--- src/rtl/delay_scan_seq_pkg.sv ---
// Shared pulse-generator definitions: delay-scan FSM encodings and default widths.
package delay_scan_seq_pkg;
  localparam int DW_DEF = 32;
  localparam int CW_DEF = 16;

  typedef enum logic [2:0] {
    S_IDLE   = 3'd0,
    S_ARM    = 3'd1,
    S_RUN    = 3'd2,
    S_UPDATE = 3'd3,
    S_FIN    = 3'd4
  } scan_state_t;
endpackage

--- src/rtl/delay_scan_seq_sync_edge.sv ---
// sync_on rising-edge detector: rise is combinational against a registered copy.
// Zero-cycle latency from input to rise; no backpressure.
module sync_edge (
  input  logic clk_pll,
  input  logic resetn,
  input  logic in,
  output logic rise
);
  logic in_q;

  always_ff @(posedge clk_pll or negedge resetn) begin
    if (!resetn) in_q <= 1'b0;
    else         in_q <= in;
  end

  assign rise = in & ~in_q;
endmodule

--- src/rtl/delay_scan_seq.sv ---
// Delay scan sequencer: steps delay_out through cfg_points values, cfg_avg shots each.
// New delay valid 2 cycles after the completing sync edge; start ignored while busy, abort wins.
module delay_scan_seq
  import delay_scan_seq_pkg::*;
#(
  parameter int DW = DW_DEF,
  parameter int CW = CW_DEF
) (
  input  logic          clk_pll,
  input  logic          resetn,
  input  logic          start,
  input  logic          abort,
  input  logic [DW-1:0] cfg_start,
  input  logic [DW-1:0] cfg_step,
  input  logic [CW-1:0] cfg_points,
  input  logic [CW-1:0] cfg_avg,
  input  logic          sync_on,
  output logic [DW-1:0] delay_out,
  output logic          block_out,
  output logic          busy,
  output logic          done,
  output logic [CW-1:0] point_idx,
  output logic [CW-1:0] shot_idx,
  output logic          ovf
);
  scan_state_t   state_q, state_d;
  logic [DW-1:0] step_q;
  logic [CW-1:0] points_q, avg_q;
  logic          pend_q;
  logic          rise, shot, shot_last, last_point, cfg_empty;
  logic [CW-1:0] shot_inc;
  logic [DW:0]   delay_sum;

  sync_edge u_sync_edge (
    .clk_pll (clk_pll),
    .resetn  (resetn),
    .in      (sync_on),
    .rise    (rise)
  );

  // A shot seen during UPDATE is parked in pend_q and counted on the first RUN cycle.
  assign shot       = rise | pend_q;
  assign shot_inc   = shot_idx + CW'(1);
  assign shot_last  = shot && (shot_inc == avg_q);
  assign last_point = (point_idx == points_q - CW'(1));
  assign cfg_empty  = (cfg_points == '0) || (cfg_avg == '0);
  assign delay_sum  = {1'b0, delay_out} + {1'b0, step_q};

  always_ff @(posedge clk_pll or negedge resetn) begin
    if (!resetn) state_q <= S_IDLE;
    else         state_q <= state_d;
  end

  always_comb begin
    state_d   = state_q;
    busy      = 1'b0;
    block_out = 1'b0;
    case (state_q)
      S_IDLE:   if (start) state_d = cfg_empty ? S_FIN : S_ARM;
      S_ARM: begin
        busy      = 1'b1;
        block_out = 1'b1;
        if (rise) state_d = S_RUN;
      end
      S_RUN: begin
        busy = 1'b1;
        if (shot_last) state_d = last_point ? S_FIN : S_UPDATE;
      end
      S_UPDATE: begin
        busy      = 1'b1;
        block_out = 1'b1;
        state_d   = S_RUN;
      end
      S_FIN:    state_d = S_IDLE;
      default:  state_d = S_IDLE;
    endcase
    if (abort) state_d = S_IDLE;
  end

  always_ff @(posedge clk_pll or negedge resetn) begin
    if (!resetn) begin
      delay_out <= '0;
      point_idx <= '0;
      shot_idx  <= '0;
      ovf       <= 1'b0;
      done      <= 1'b0;
      pend_q    <= 1'b0;
      step_q    <= '0;
      points_q  <= '0;
      avg_q     <= '0;
    end else begin
      done <= (state_q == S_FIN) && !abort;
      if (abort) begin
        pend_q <= 1'b0;
      end else begin
        case (state_q)
          S_IDLE: if (start) begin
            step_q    <= cfg_step;
            points_q  <= cfg_points;
            avg_q     <= cfg_avg;
            point_idx <= '0;
            shot_idx  <= '0;
            ovf       <= 1'b0;
            pend_q    <= 1'b0;
            if (!cfg_empty) delay_out <= cfg_start;
          end
          S_RUN: begin
            pend_q <= 1'b0;
            if (shot) shot_idx <= shot_inc;
          end
          S_UPDATE: begin
            pend_q    <= rise;
            point_idx <= point_idx + CW'(1);
            shot_idx  <= '0;
            if (delay_sum[DW]) begin
              delay_out <= '1;
              ovf       <= 1'b1;
            end else begin
              delay_out <= delay_sum[DW-1:0];
            end
          end
          default: ;
        endcase
      end
    end
  end
endmodule

--- config.mk ---
export PLATFORM = sky130hd
export DESIGN_NAME = delay_scan_seq
export DESIGN_NICKNAME = d
export VERILOG_FILES = /design/src/rtl/delay_scan_seq_pkg.sv /design/src/rtl/delay_scan_seq_sync_edge.sv /design/src/rtl/delay_scan_seq.sv
export SDC_FILE = /design/constraint.sdc
export NUM_CORES = 1
export LEC_CHECK = 0
export BUFFER_PORTS_ARGS = -buffer_cell sky130_fd_sc_hd__buf_2
export CELL_PAD_IN_SITES_DETAIL_PLACEMENT = 1
export CELL_PAD_IN_SITES_GLOBAL_PLACEMENT = 1
export CORE_ASPECT_RATIO = 0.8
export CORE_MARGIN = 5
export CORE_UTILIZATION = 45
export DETAILED_ROUTE_END_ITERATION = 6
export PLACE_DENSITY_LB_ADDON = 0.1
export SLEW_MARGIN = 20
export SYNTH_ARGS = -nofsm -noshare
export SYNTH_HDL_FRONTEND = slang
export SYNTH_SLANG_ARGS = --single-unit
--- constraint.sdc ---
create_clock -name clk_pll -period 5.9 [get_ports clk_pll]
set_clock_uncertainty 0.2 [all_clocks]
set_input_delay 0.295 -clock clk_pll [delete_from_list [all_inputs] [get_ports clk_pll]]
set_output_delay 0.295 -clock clk_pll [all_outputs]
set_load 0.01 [all_outputs]
==> flow_metrics.env <==
export IMPL_power_leakage_nw=5.228
export IMPL_routed_via_count=8322
export IMPL_master_of_the_slowest_instance_on_the_critical_path="sky130_fd_sc_hd__nor2_1"
export IMPL_main_combinational_cell_family_by_area_after_synthesis="simple AND/OR/NAND/NOR gates"
export IMPL_pin_count_of_the_biggest_net_entering_global_routing=85
export IMPL_ys_async_sr_fraction_pct=100.0
export IMPL_layout_worst_path_cycle_share_pct=63.35
export IMPL_initial_drt_pass_iterations=5
export IMPL_finalWorstSetupSlack_ps=2162
export IMPL_most_frequent_cells_in_the_layout="sky130_fd_sc_hd__nand2_1, sky130_fd_sc_hd__buf_2, sky130_fd_sc_hd__dfrtp_1"
export IMPL_finalWeightedCongestion=0.8554
export IMPL_yosys_warnings=0
export IMPL_crit_chain="ha_1 -> fa_1 -> a21oi_1 -> o211ai_1 -> or4b_1 -> a31oi_1 -> o2111ai_1 -> a31oi_1 -> nor2_1 -> a211oi_1"
export IMPL_post_synth_num_cell_types=63
export IMPL_pre_cts_ws_ps=1855
export IMPL_clock_sink_count=135
export IMPL_fin_nets=1371
export IMPL_cts_root_buffer="sky130_fd_sc_hd__clkbuf_16"
export IMPL_core_area_um2=18220
export IMPL_post_dp_hpwl_mm=19.58
export IMPL_setup_viol=0
export IMPL_detail_route_antenna_nets=0
export IMPL_mostFrequentLayoutCell="sky130_fd_sc_hd__nand2_1"
export IMPL_routed_wirelength_mm=29.39
export IMPL_synth_compound_gate_area_share_pct=17.08
export IMPL_period_needed_ps=3738
export IMPL_power_ir_vdd_worst_v=0.0001545
export IMPL_layout_drive_gt1_share_pct=17.42
export IMPL_synth_xor_area_share_pct=9.001
export IMPL_numCtsBuffers=17
export IMPL_maximum_clock_frequency_mhz=267.6
export IMPL_synth_simple_gate_area_share_pct=23.98
export IMPL_finish_instance_area_um2=10850
export IMPL_first_global_vias=8875
export IMPL_drcViolationCount=0
export IMPL_share_of_the_core_filled_with_cells_in_the_final_layout_pct=59.52
export IMPL_rows=44
export IMPL_cpPeakStageDelay_ps=870
export IMPL_tns_ps=0
export IMPL_first_iter_violations=481
export IMPL_num_io_pins=169
export IMPL_syn2layout_area_growth_pct=29.61
export IMPL_worst_endpoint_arrival_ps=3780
export IMPL_worst_path_most_repeated_cell="sky130_fd_sc_hd__a31oi_1"
export IMPL_hold_buffers=87
export IMPL_floorplan_die_height_um=132.0
export IMPL_criticalPathCategory="reg2reg"
export IMPL_die_area_um2=21440
export IMPL_final_hold_violation_count=0
export IMPL_first_pass_grt_wire_length_mm=47.87
export IMPL_detail_route_wl_per_cell_um=19.58
export IMPL_min_delay_path_class="in2reg"
export IMPL_post_synth_adder_cell_area_pct=5.472
export IMPL_htree_num_levels=4
export IMPL_synth_edf_count=0
export IMPL_dpl_cell_area_um2=9379
export IMPL_power_per_cell_area_nw_per_um2=342.2
export IMPL_worst_ep_required_time_ps=5940
export IMPL_status="completed"
export IMPL_postSynth_topFlopCell="sky130_fd_sc_hd__dfrtp_1"
export IMPL_max_clock_path_buffers=2
export IMPL_fp_dieW_um=162.5
export IMPL_max_cap_violations=0
export IMPL_synth_net_count=1140
export IMPL_grt_antenna_before_repair=2
export IMPL_clk_latency_ps=430
export IMPL_endpoint_kind="register"
export IMPL_cts_post_setup_buffers_inserted=0
export IMPL_nFillCells=2200
export IMPL_cts_resized=0
export IMPL_gr_total_overflow=0
export IMPL_groute_usage_overall_pct=27.63
export IMPL_via_per_inst=5.544
export IMPL_synth_ff_latch_count=135
export IMPL_postSynthCellCount=1003
export IMPL_port_buffer_count=168
export IMPL_worstMarginPinSlew_ps=1092
export IMPL_muxShareOfSynthArea_pct=0.8523
export IMPL_initial_core_util_pct=45.92
export IMPL_seq_area_frac_synth_pct=40.37
export IMPL_final_max_slew_viol_count=0
export IMPL_critPathLaunchType="register"
export IMPL_postSynthAreaPerCell_um2=8.343
export IMPL_cts_reportedPaths_clkPinSlew_ps=60
export IMPL_rsz0062_at_grt="no"
export IMPL_max_slew_margin_pct=26.96
export IMPL_post_synth_instance_area_um2=8368
export IMPL_clock_tree_from_tritoncts="done"
export IMPL_path_max_fanout=10
[path summary, 6_finish.rpt]
path                                          start                         to  slack [ps]  cells after the start
min in group asynchronous                    resetn     step_q[22]$_DFFE_PN0P_         300                      2
max in group asynchronous                    resetn   point_idx[0]$_DFFE_PN0P_        3980                      3
min reg2reg                   step_q[4]$_DFFE_PN0P_      step_q[4]$_DFFE_PN0P_         290                      2
max reg2reg                delay_out[0]$_DFFE_PN0P_  delay_out[15]$_DFFE_PN0P_        2160                     10
min                                   cfg_start[26]  delay_out[26]$_DFFE_PN0P_          20                      3
max                        delay_out[0]$_DFFE_PN0P_  delay_out[15]$_DFFE_PN0P_        2160                     10
[through the flow]
step | hold WS (ps) | std cells | power, mW
global route | 32.01 | 1501 | 3.935
finish | 21.01 | 1501 | 3.711
detailed placement | 214.2 | 1381 | 2.574
CTS | 4.165 | 1499 | 3.705
global placement | 218.7 | 1381 | 2.536
floorplan | -200.6 | 1003 | 2.169
[per-layer routing]
metal	share of wire (%)	GRT usage [%]
met5	0	0
met4	1.2	6.717
met3	4.6	5.533
met2	46	44.12
met1	48	38.79
[logic make-up (layout without fill, tap and decap cells)]
kind of cell / after synthesis / in the layout
flops: 135 / 135
simple gates: 440 / 440
compound gates: 234 / 234
xor+xnor: 86 / 86
mux: 7 / 7
fa+ha+maj: 36 / 36
other cells: 0 / 2
buf+inv: 65 / 308
[registers in the layout, indices dropped and copies added (netlist names), 3 cells and up]
register / flops
points_q: 16
step_q: 32
point_idx: 16
avg_q: 16
state_q: 3
shot_idx: 16
delay_out: 32
[cell usage after synthesis, drive strengths merged (8+ instances only)]
library cell / n / area [um2]
a21oi: 52 / 260.3
inv: 16 / 60.06
a21o: 15 / 112.6
buf: 16 / 87.58
clkbuf: 33 / 123.9
nor2b: 8 / 50.05
nand3: 29 / 145.1
nand2: 257 / 964.7
dfrtp: 135 / 3378
nor2: 55 / 209.0
a211oi: 10 / 75.07
ha: 35 / 437.9
o21ai: 77 / 385.4
xnor2: 49 / 429.2
a31oi: 12 / 75.07
nand4: 16 / 115.1
nor4: 12 / 90.09
o22ai: 22 / 137.6
xor2: 37 / 324.1
nor3: 18 / 90.09
o31ai: 9 / 67.56
[layout make-up]
type                            count  area (um2)  area share (%)
Clock buffer                       20       456.7           4.211
Tap cell                          253       316.6           2.919
Clock inverter                     11       125.1           1.154
Sequential cell                   135        3378           31.15
Antenna cell                        2       5.005         0.04615
Multi-Input combinational cell    803        4741           43.71
Timing Repair Buffer              261        1763           16.26
Inverter                           16       60.06          0.5538
[power breakdown]
group / total, mW / internal (mW) / switching, mW
Combinational: 1.41 / 0.589 / 0.825
Sequential: 1.23 / 1.08 / 0.149
Clock: 1.07 / 0.642 / 0.424
Total: 3.71 / 2.31 / 1.40
[critical path, delay by kind of cell (launching register included)]
| family | cells | cell delay (ps) |
|---|---|---|
| AO/OA/AOI/OAI | 6 | 1160 |
| adder cells (fa/ha/maj) | 2 | 640 |
| flip-flops | 1 | 400 |
| AND/OR/NAND/NOR | 2 | 1140 |
Note: power is estimated with default switching activity, not from simulation.
